File: config.mk
export PLATFORM = sky130hd
export DESIGN_NAME = mem_access
export DESIGN_NICKNAME = d
export VERILOG_FILES = /design/src/rtl/mem_access_pkg.sv /design/src/rtl/mem_access_load_extend.sv /design/src/rtl/mem_access.sv
export SDC_FILE = /design/constraint.sdc
export NUM_CORES = 1
export LEC_CHECK = 0
export BUFFER_PORTS_ARGS = -buffer_cell sky130_fd_sc_hd__buf_2
export CAP_MARGIN = 20
export CORE_ASPECT_RATIO = 0.8
export CORE_UTILIZATION = 44
export DETAILED_ROUTE_END_ITERATION = 6
export GPL_TIMING_DRIVEN = 0
export PLACE_DENSITY = 0.79
export SYNTH_ARGS = -nofsm -noshare
export SYNTH_HDL_FRONTEND = slang
export SYNTH_HIERARCHICAL = 1
export SYNTH_SLANG_ARGS = --single-unit
File: constraint.sdc
create_clock -name dclk -period 2.3 [get_ports dclk]
set_input_delay 0.115 -clock dclk [delete_from_list [all_inputs] [get_ports dclk]]
set_output_delay 0.115 -clock dclk [all_outputs]
set_load 0.01 [all_outputs]
File: src/rtl/mem_access_pkg.sv
// mem_access_pkg: shared ALU op codes, writeback constants and
// memory-stage FSM encodings, plus op-class helper functions.
package mem_access_pkg;

    typedef logic [7:0] alu_op_bus_t;

    localparam alu_op_bus_t ALU_NOP_OP = 8'h00;
    localparam alu_op_bus_t ALU_ADD_OP = 8'h01;
    localparam alu_op_bus_t ALU_SUB_OP = 8'h02;
    localparam alu_op_bus_t ALU_AND_OP = 8'h03;
    localparam alu_op_bus_t ALU_OR_OP  = 8'h04;
    localparam alu_op_bus_t ALU_LB_OP  = 8'h10;
    localparam alu_op_bus_t ALU_LH_OP  = 8'h11;
    localparam alu_op_bus_t ALU_LW_OP  = 8'h12;
    localparam alu_op_bus_t ALU_LBU_OP = 8'h13;
    localparam alu_op_bus_t ALU_LHU_OP = 8'h14;
    localparam alu_op_bus_t ALU_SB_OP  = 8'h18;
    localparam alu_op_bus_t ALU_SH_OP  = 8'h19;
    localparam alu_op_bus_t ALU_SW_OP  = 8'h1A;

    localparam logic        Enable     = 1'b1;
    localparam logic        Disable    = 1'b0;
    localparam logic [31:0] ZeroWord   = 32'h0000_0000;
    localparam logic [4:0]  NopRegAddr = 5'd0;

    typedef enum logic [1:0] {
        ST_IDLE   = 2'd0,
        ST_ACCESS = 2'd1,
        ST_DONE   = 2'd2
    } mem_state_t;

    function automatic logic is_load(alu_op_bus_t op);
        return (op == ALU_LB_OP) || (op == ALU_LH_OP) ||
               (op == ALU_LW_OP) || (op == ALU_LBU_OP) ||
               (op == ALU_LHU_OP);
    endfunction

    function automatic logic is_store(alu_op_bus_t op);
        return (op == ALU_SB_OP) || (op == ALU_SH_OP) ||
               (op == ALU_SW_OP);
    endfunction

    // Index of the final byte of the transfer (byte count minus one).
    function automatic logic [1:0] last_byte(alu_op_bus_t op);
        logic [1:0] r;
        r = 2'd0;
        unique case (1'b1)
            (op == ALU_LW_OP) || (op == ALU_SW_OP): r = 2'd3;
            (op == ALU_LH_OP) || (op == ALU_LHU_OP) ||
            (op == ALU_SH_OP): r = 2'd1;
            default: r = 2'd0;
        endcase
        return r;
    endfunction

endpackage

File: src/rtl/mem_access_load_extend.sv
// load_extend: sign/zero extension of an assembled load word.
// Ports: aluop (load op), asm_word (assembled bytes), ext_word (result).
module load_extend
    import mem_access_pkg::*;
(
    input  alu_op_bus_t aluop,
    input  logic [31:0] asm_word,
    output logic [31:0] ext_word
);

    always_comb begin
        ext_word = asm_word;
        unique case (1'b1)
            (aluop == ALU_LB_OP):
                ext_word = {{24{asm_word[7]}}, asm_word[7:0]};
            (aluop == ALU_LH_OP):
                ext_word = {{16{asm_word[15]}}, asm_word[15:0]};
            (aluop == ALU_LBU_OP):
                ext_word = {24'h0, asm_word[7:0]};
            (aluop == ALU_LHU_OP):
                ext_word = {16'h0, asm_word[15:0]};
            default:
                ext_word = asm_word;
        endcase
    end

endmodule

File: src/rtl/mem_access.sv
// mem_access: byte-serial load/store stage with pipeline stall request.
// Ports: EX/MEM inputs, byte memory port (req/we/addr/wdata/rdata/ack),
// stallreq_o, and the writeback triple wreg_o/waddr_o/wdata_o.
module mem_access
    import mem_access_pkg::*;
(
    input  logic        dclk,
    input  logic        rst,
    input  alu_op_bus_t aluop_i,
    input  logic        wreg_i,
    input  logic [4:0]  waddr_i,
    input  logic [31:0] alurslt_i,
    input  logic [31:0] sdata_i,
    output logic        mem_req_o,
    output logic        mem_we_o,
    output logic [31:0] mem_addr_o,
    output logic [7:0]  mem_wdata_o,
    input  logic [7:0]  mem_rdata_i,
    input  logic        mem_ack_i,
    output logic        stallreq_o,
    output logic        wreg_o,
    output logic [4:0]  waddr_o,
    output logic [31:0] wdata_o
);

    mem_state_t  state;
    logic [1:0]  k;
    logic [31:0] asm_q;
    logic [31:0] ext_word;
    logic        ld_op;
    logic        st_op;

    assign ld_op = is_load(aluop_i);
    assign st_op = is_store(aluop_i);

    load_extend u_ext (
        .aluop    (aluop_i),
        .asm_word (asm_q),
        .ext_word (ext_word)
    );

    always_ff @(posedge dclk or posedge rst) begin
        if (rst) begin
            state <= ST_IDLE;
            k     <= 2'd0;
            asm_q <= ZeroWord;
        end else begin
            unique case (state)
                ST_IDLE: begin
                    if (ld_op || st_op) begin
                        state <= ST_ACCESS;
                        k     <= 2'd0;
                        asm_q <= ZeroWord;
                    end
                end
                ST_ACCESS: begin
                    if (mem_ack_i) begin
                        if (ld_op)
                            asm_q[{k, 3'b000} +: 8] <= mem_rdata_i;
                        if (k == last_byte(aluop_i))
                            state <= ST_DONE;
                        else
                            k <= k + 2'd1;
                    end
                end
                ST_DONE: state <= ST_IDLE;
                default: state <= ST_IDLE;
            endcase
        end
    end

    // Outputs are combinational so the stall is raised in the same
    // cycle a memory op shows up; reset gates them to idle values.
    always_comb begin
        mem_req_o   = Disable;
        mem_we_o    = Disable;
        mem_addr_o  = ZeroWord;
        mem_wdata_o = 8'h00;
        stallreq_o  = Disable;
        wreg_o      = Disable;
        waddr_o     = NopRegAddr;
        wdata_o     = ZeroWord;
        if (!rst) begin
            unique case (state)
                ST_IDLE: begin
                    if (ld_op || st_op) begin
                        stallreq_o = Enable;
                    end else begin
                        wreg_o  = wreg_i;
                        waddr_o = waddr_i;
                        wdata_o = alurslt_i;
                    end
                end
                ST_ACCESS: begin
                    stallreq_o = Enable;
                    mem_req_o  = Enable;
                    mem_we_o   = st_op;
                    mem_addr_o = alurslt_i + {30'd0, k};
                    if (st_op)
                        mem_wdata_o = sdata_i[{k, 3'b000} +: 8];
                end
                ST_DONE: begin
                    if (ld_op) begin
                        wreg_o  = wreg_i;
                        waddr_o = waddr_i;
                        wdata_o = ext_word;
                    end
                end
                default: ;
            endcase
        end
    end

endmodule

# Word-level counts from Yosys, hierarchy flattened
# Cells that the tools add are included.
# classes
bitwise,0
order_cmp,0
shifts,3
reduce_logical,15
eq_ne,16
muxes,41
n_div,0
multipliers,0
n_addsub,3
# op_table
op,n
$mux W32,8
$pmux W32 S2,2
$pmux W32 S4,1
$eq A8 B5 Y1 const B,8
$add A32 B2 Y32,1
$bwmux W32,1
$shift A8 B7 Y32 const A,1
$shiftx A32 B6 Y8,1
$shiftx A8 B7 Y32,1
$mux W8,3
$mux W2,8
$mux W5,3
$pmux W2 S2,3
$logic_or A1 B1 Y1,10
$ne A2 B2 Y1 const B,5
$pmux W5 S2,1
$mux W1,9
$reduce_and A4 Y1,2
$neg A5 Y7,1
$pmux W1 S2,2
$reduce_and A3 Y1,1
$add A2 B1 Y2 const B,1
$eq A2 B1 Y1 const B,1
$eq A2 B2 Y1,1
3 further kinds,3
# word_totals
mem_bits_rw,0
ff_bits,36
out_inout_bits,81
n_memories,0
latch_bits,0
romBits,0

# Longest topological paths before layout
# depth
depth_word,10
ltp_mapped,8

# Hierarchy
# Netlist, hierarchy kept.
# by_module_without_submodules
mod,area_each_um2,seq_area_each_um2,cells_per_inst,instances
mem_access,3240.6,900.9,396,1
load_extend,521.8,0.0,56,1

# Worst setup path before layout
# No wires, ideal clock.
# synth_timing
path_kind,reg2reg
start,reg k[0]
end,reg asm_q[24]
slack_ns,-0.052
stages_incl_launch_ff,9
t_arrival_ns,2.285
synth_period_minus_slack_ns,2.352
n_path_buf,2
t_required_ns,2.233
setup_ns,0.067
cell_sequence,dfrtp_1 > clkbuf_1 > clkbuf_1 > inv_1 > ha_1 > nor2_1 > nand2_1 > nor4b_4 > a22o_1
# synth_between
elab_chain_len,6
elab_cells_between_ends,7
cone_classes,add/sub: 1; shift: 2; mux: 4
# synth_rtl
element,line,source
"start, declared",mem_access.sv:27,logic [1:0] k;
"start signal, assigned",mem_access.sv:63,k <= k + 2'd1;
$neg A5 Y7 *,mem_access.sv:59,"asm_q[{k, 3'b000} +: 8] <= mem_rdata_i;"
$shiftx A8 B7 Y32 / $shift A8 B7 Y32 (equally long branches),mem_access.sv:59,
$bwmux W32 *,mem_access.sv:59,
$mux W32 *,mem_access.sv:58,if (ld_op)
$mux W32 *,mem_access.sv:57,if (mem_ack_i) begin
$pmux W32 S2 *,mem_access.sv:48,unique case (state)
"end signal, assigned",mem_access.sv:46,asm_q <= ZeroWord;
"end signal, assigned",mem_access.sv:53,asm_q <= ZeroWord;
"end signal, assigned by index",mem_access.sv:59,
"end, declared",mem_access.sv:28,logic [31:0] asm_q;
# Every way passes the cells marked *; elsewhere a longest branch is shown, timed or not. The select of a mux whose other input is x is not followed.
# A chain may end at the register's enable or synchronous reset.

# Final worst setup path
# layout_timing
start,reg k[0]
end,out mem_addr_o[14]
# layout_between
elab_chain_len,3
# layout_rtl
element,line,source
$add A32 B2 Y32,mem_access.sv:98,"mem_addr_o = alurslt_i + {30'd0, k};"
$mux W32,mem_access.sv:84,unique case (state)
$mux W32,mem_access.sv:83,if (!rst) begin
"end, declared",mem_access.sv:16,"output logic [31:0] mem_addr_o,"
# Every way passes these cells.

==> qor.txt <==
run status: completed
Top Ports: 170
# fillers: 708
minimum period implied by the final worst setup slack: 2270 ps
antenna violations before repair: 0
transition at the pin with the smallest max-transition slack: 1110 ps
global-route wire length before repair: 20.9 mm
clock network power share: 0.151
relative contribution of combinational cells to total power: 0.613
Via density: 5.86
pre-CTS setup slack: -422 ps
via count: 4,433
data required time at the worst endpoint: 2180 ps
total number of clock tree sinks: 36
class of the worst hold path: input port to flip-flop
total number of nets in the final design: 744
post-layout utilization of the core: 0.641
Maximum Capacitance Violations: 0
number of global-route vias before repair: 4,054
total clock buffers created by CTS: 5
synth warn: 6
global route total overflow: 0
HPWL after detailed placement: 10.5 mm
max-slew headroom at the worst pin: 0.249
net count after synthesis: 548
Seq cells post-synth: 36
Bufs on Longest Clock Path: 2
clock tree from TritonCTS: done
Leakage: 2.46 nW
classification of the worst setup path: flip-flop to output pin
instance count after placement with tap cells included: 728
count of placed standard cells in the final layout, fillers left out: 757
largest cells by area after synthesis: sky130_fd_sc_hd__dfrtp_1 24%, sky130_fd_sc_hd__a22oi_1 7.6%, sky130_fd_sc_hd__nor2_1 7.0%
pwr dens: 600 mW/mm2
final hold vios: 0
most repeated cell in the gate-level netlist after synthesis: sky130_fd_sc_hd__nor2_1
initial drt markers: 507
proportion of layout cells with a drive suffix above 1: 0.416
Die Area: 0.00893 mm2
Worst Path Arrival: 2160 ps
Chip Height: 84.7 um
Routed Antenna Nets: 0
area growth from synthesis to final layout: 37.9%
maximum number of pins on one net before global-route repair: 27
DP Area: 0.00476 mm2
weighted congestion at the end of routability-driven global placement: 0.925
post-layout worst setup margin: 27.2 ps
number of distinct library cell variants in the gate-level netlist after synthesis: 55
CP Capture Type: output pin
final total negative setup slack: 0 ps
switching power total: 1.37 mW
highest net fanout along the worst path: 6
share of the clock period used by the worst path after layout: 0.988
power share of the sequential group: 0.236
port buffer count: 167
Internal Power: 1.75 mW
async set-or-reset flop fraction in the synthesized netlist: 1.00
initial core utilization: 0.465
std cell rows: 29
Post-synth top cells: 70 x sky130_fd_sc_hd__nor2_1, 38 x sky130_fd_sc_hd__a22oi_1, 36 x sky130_fd_sc_hd__dfrtp_1, 36 x sky130_fd_sc_hd__nand2_1, 24 x sky130_fd_sc_hd__o2bb2ai_1
Reg clk slew, reported paths: 70 ps
switch share: 0.440
Netlist Area Pre-Place: 0.00376 mm2
final-report max-slew violation count: 0
Synth Area per Inst: 8.32 um2
number of antenna cells inserted: 0
root buffer cell: sky130_fd_sc_hd__clkbuf_8
achievable clock frequency: 0.440 GHz
finished layout cell area: 0.00519 mm2
number of detailed-routing iterations run before antenna repair: 5
total global-route track usage: 0.296
remaining design rule violation count: 0
Setup Viol. Count Final: 0
nature of the critical path startpoint: flip-flop
Worst Clk Skew: 6.17 ps
setup repair after global routing missed its margin: true
sequential-to-total area share from yosys stat: 0.239
area inside the core boundary: 0.00809 mm2
Wirelength per Cell: 17.9 um
number of enable flip-flop cells after synthesis: 0
synthesized instance count: 452
area fraction of the dominant cell type after synthesis: 0.239
largest area contributor in the netlist: sky130_fd_sc_hd__dfrtp_1
clock latency of the later-clocked register in the worst-skew pair: 290 ps
worst voltage drop across the vdd grid: 311 uV
Top FF cell, synth: sky130_fd_sc_hd__dfrtp_1
total number of H-tree levels: 2
Total Routed Length: 13.5 mm
width of the die: 105 um
## sequential cells by signal, indices dropped and copies added, names as in the netlist
name,cells
asm_q,32
k,2
state,2
## critical path, stage by stage (launching register included)
cell and delay, ps:
sky130_fd_sc_hd__dfrtp_2 410, sky130_fd_sc_hd__ha_4 160, sky130_fd_sc_hd__fa_2 210, sky130_fd_sc_hd__and4_4 230, sky130_fd_sc_hd__nor3b_4 290, sky130_fd_sc_hd__nand4_1 170
sky130_fd_sc_hd__xor2_1 170, sky130_fd_sc_hd__nor2_1 90, sky130_fd_sc_hd__buf_2 130
## metrics by stage
stage	total power, mW	hold WS, ps
6_report	3.11	92.3
5_1_grt	3.33	95.1
4_1_cts	2.97	87.4
3_5_place_dp	2.42	191
3_3_place_gp	2.37	389
2_1_floorplan	1.84	223
## power by group through the flow
| stage | Combinational [mW] | Sequential, mW | Clock [mW] |
|---|---|---|---|
| floorplan | 1.13 | 0.713 | 0 |
| global placement | 1.64 | 0.726 | 0 |
| detailed placement | 1.69 | 0.730 | 0 |
| CTS | 1.76 | 0.737 | 0.477 |
| global route | 2.07 | 0.739 | 0.514 |
| finish | 1.91 | 0.736 | 0.469 |
## area by class of cell
| class | count | area, um2 | share of cell area |
|---|---|---|---|
| flip-flops and latches | 36 | 906 | 0.175 |
| well taps | 108 | 135 | 0.0260 |
| clock buffers | 7 | 86.3 | 0.0166 |
| multi-input cells | 362 | 2690 | 0.518 |
| inverters | 18 | 67.6 | 0.0130 |
| repair buffers | 193 | 1090 | 0.210 |
| plain buffers | 32 | 209 | 0.0403 |
| clock inverters | 1 | 7.51 | 0.00145 |
## cells in the final DEF (no fill, tap or decap), drive strengths merged, types with 7 or more instances in the layout
cell type,n
and2,9
o21ai,23
nand4,13
nand2,36
o2bb2ai,24
inv,18
nand3,14
a22o,16
mux4,8
nor2b,9
a22oi,40
nor4b,7
dfrtp,36
xor2,23
buf,208
clkbuf,22
nor2,70
## final timing paths
kind / startpoint / slack (ps) / end / cells past startpoint
worst min register to register: asm_q[6] / 490 / asm_q[6] / 2
worst max-delay path: k[0] / 30 / mem_addr_o[14] / 8
max in group asynchronous: rst / 830 / k[1] / 4
worst max register to register: k[0] / 140 / asm_q[24] / 9
min in group asynchronous: rst / 550 / asm_q[16] / 4
worst min-delay path: mem_rdata_i[5] / 90 / asm_q[29] / 2
## cells by family (layout without fill, tap and decap cells)
family                   after synthesis  count (layout)  share of synthesized area
AND/OR/NAND/NOR                      194             194                      0.297
flip-flops                            36              36                      0.239
multiplexers                           9               9                     0.0505
XOR/XNOR                              28              28                     0.0652
adder cells (fa/ha/maj)                7               7                     0.0253
AO/OA/AOI/OAI                        124             124                      0.248
buffers and inverters                 54             251                     0.0742
## routing by layer
layer | vias up | GRT usage | share of wire
met5 | - | 0 | 0
met4 | 0 | 0.0653 | 0.016
met3 | 33 | 0.0613 | 0.088
met2 | 229 | 0.500 | 0.47
met1 | 2114 | 0.391 | 0.42
li1 | 2057 | - | -
## what timing repair did
item / CTS / global route
gates resized for setup: 20 / 28
endpoints found under the setup margin: 80 / 100
gates cloned: 0 / 1
pin swaps: 11 / 17
buffers inserted: 12 / 10
hold buffers: 2 / 0
hold endpoints to repair: 10 / 0
Power figures use the tool's default switching activity.
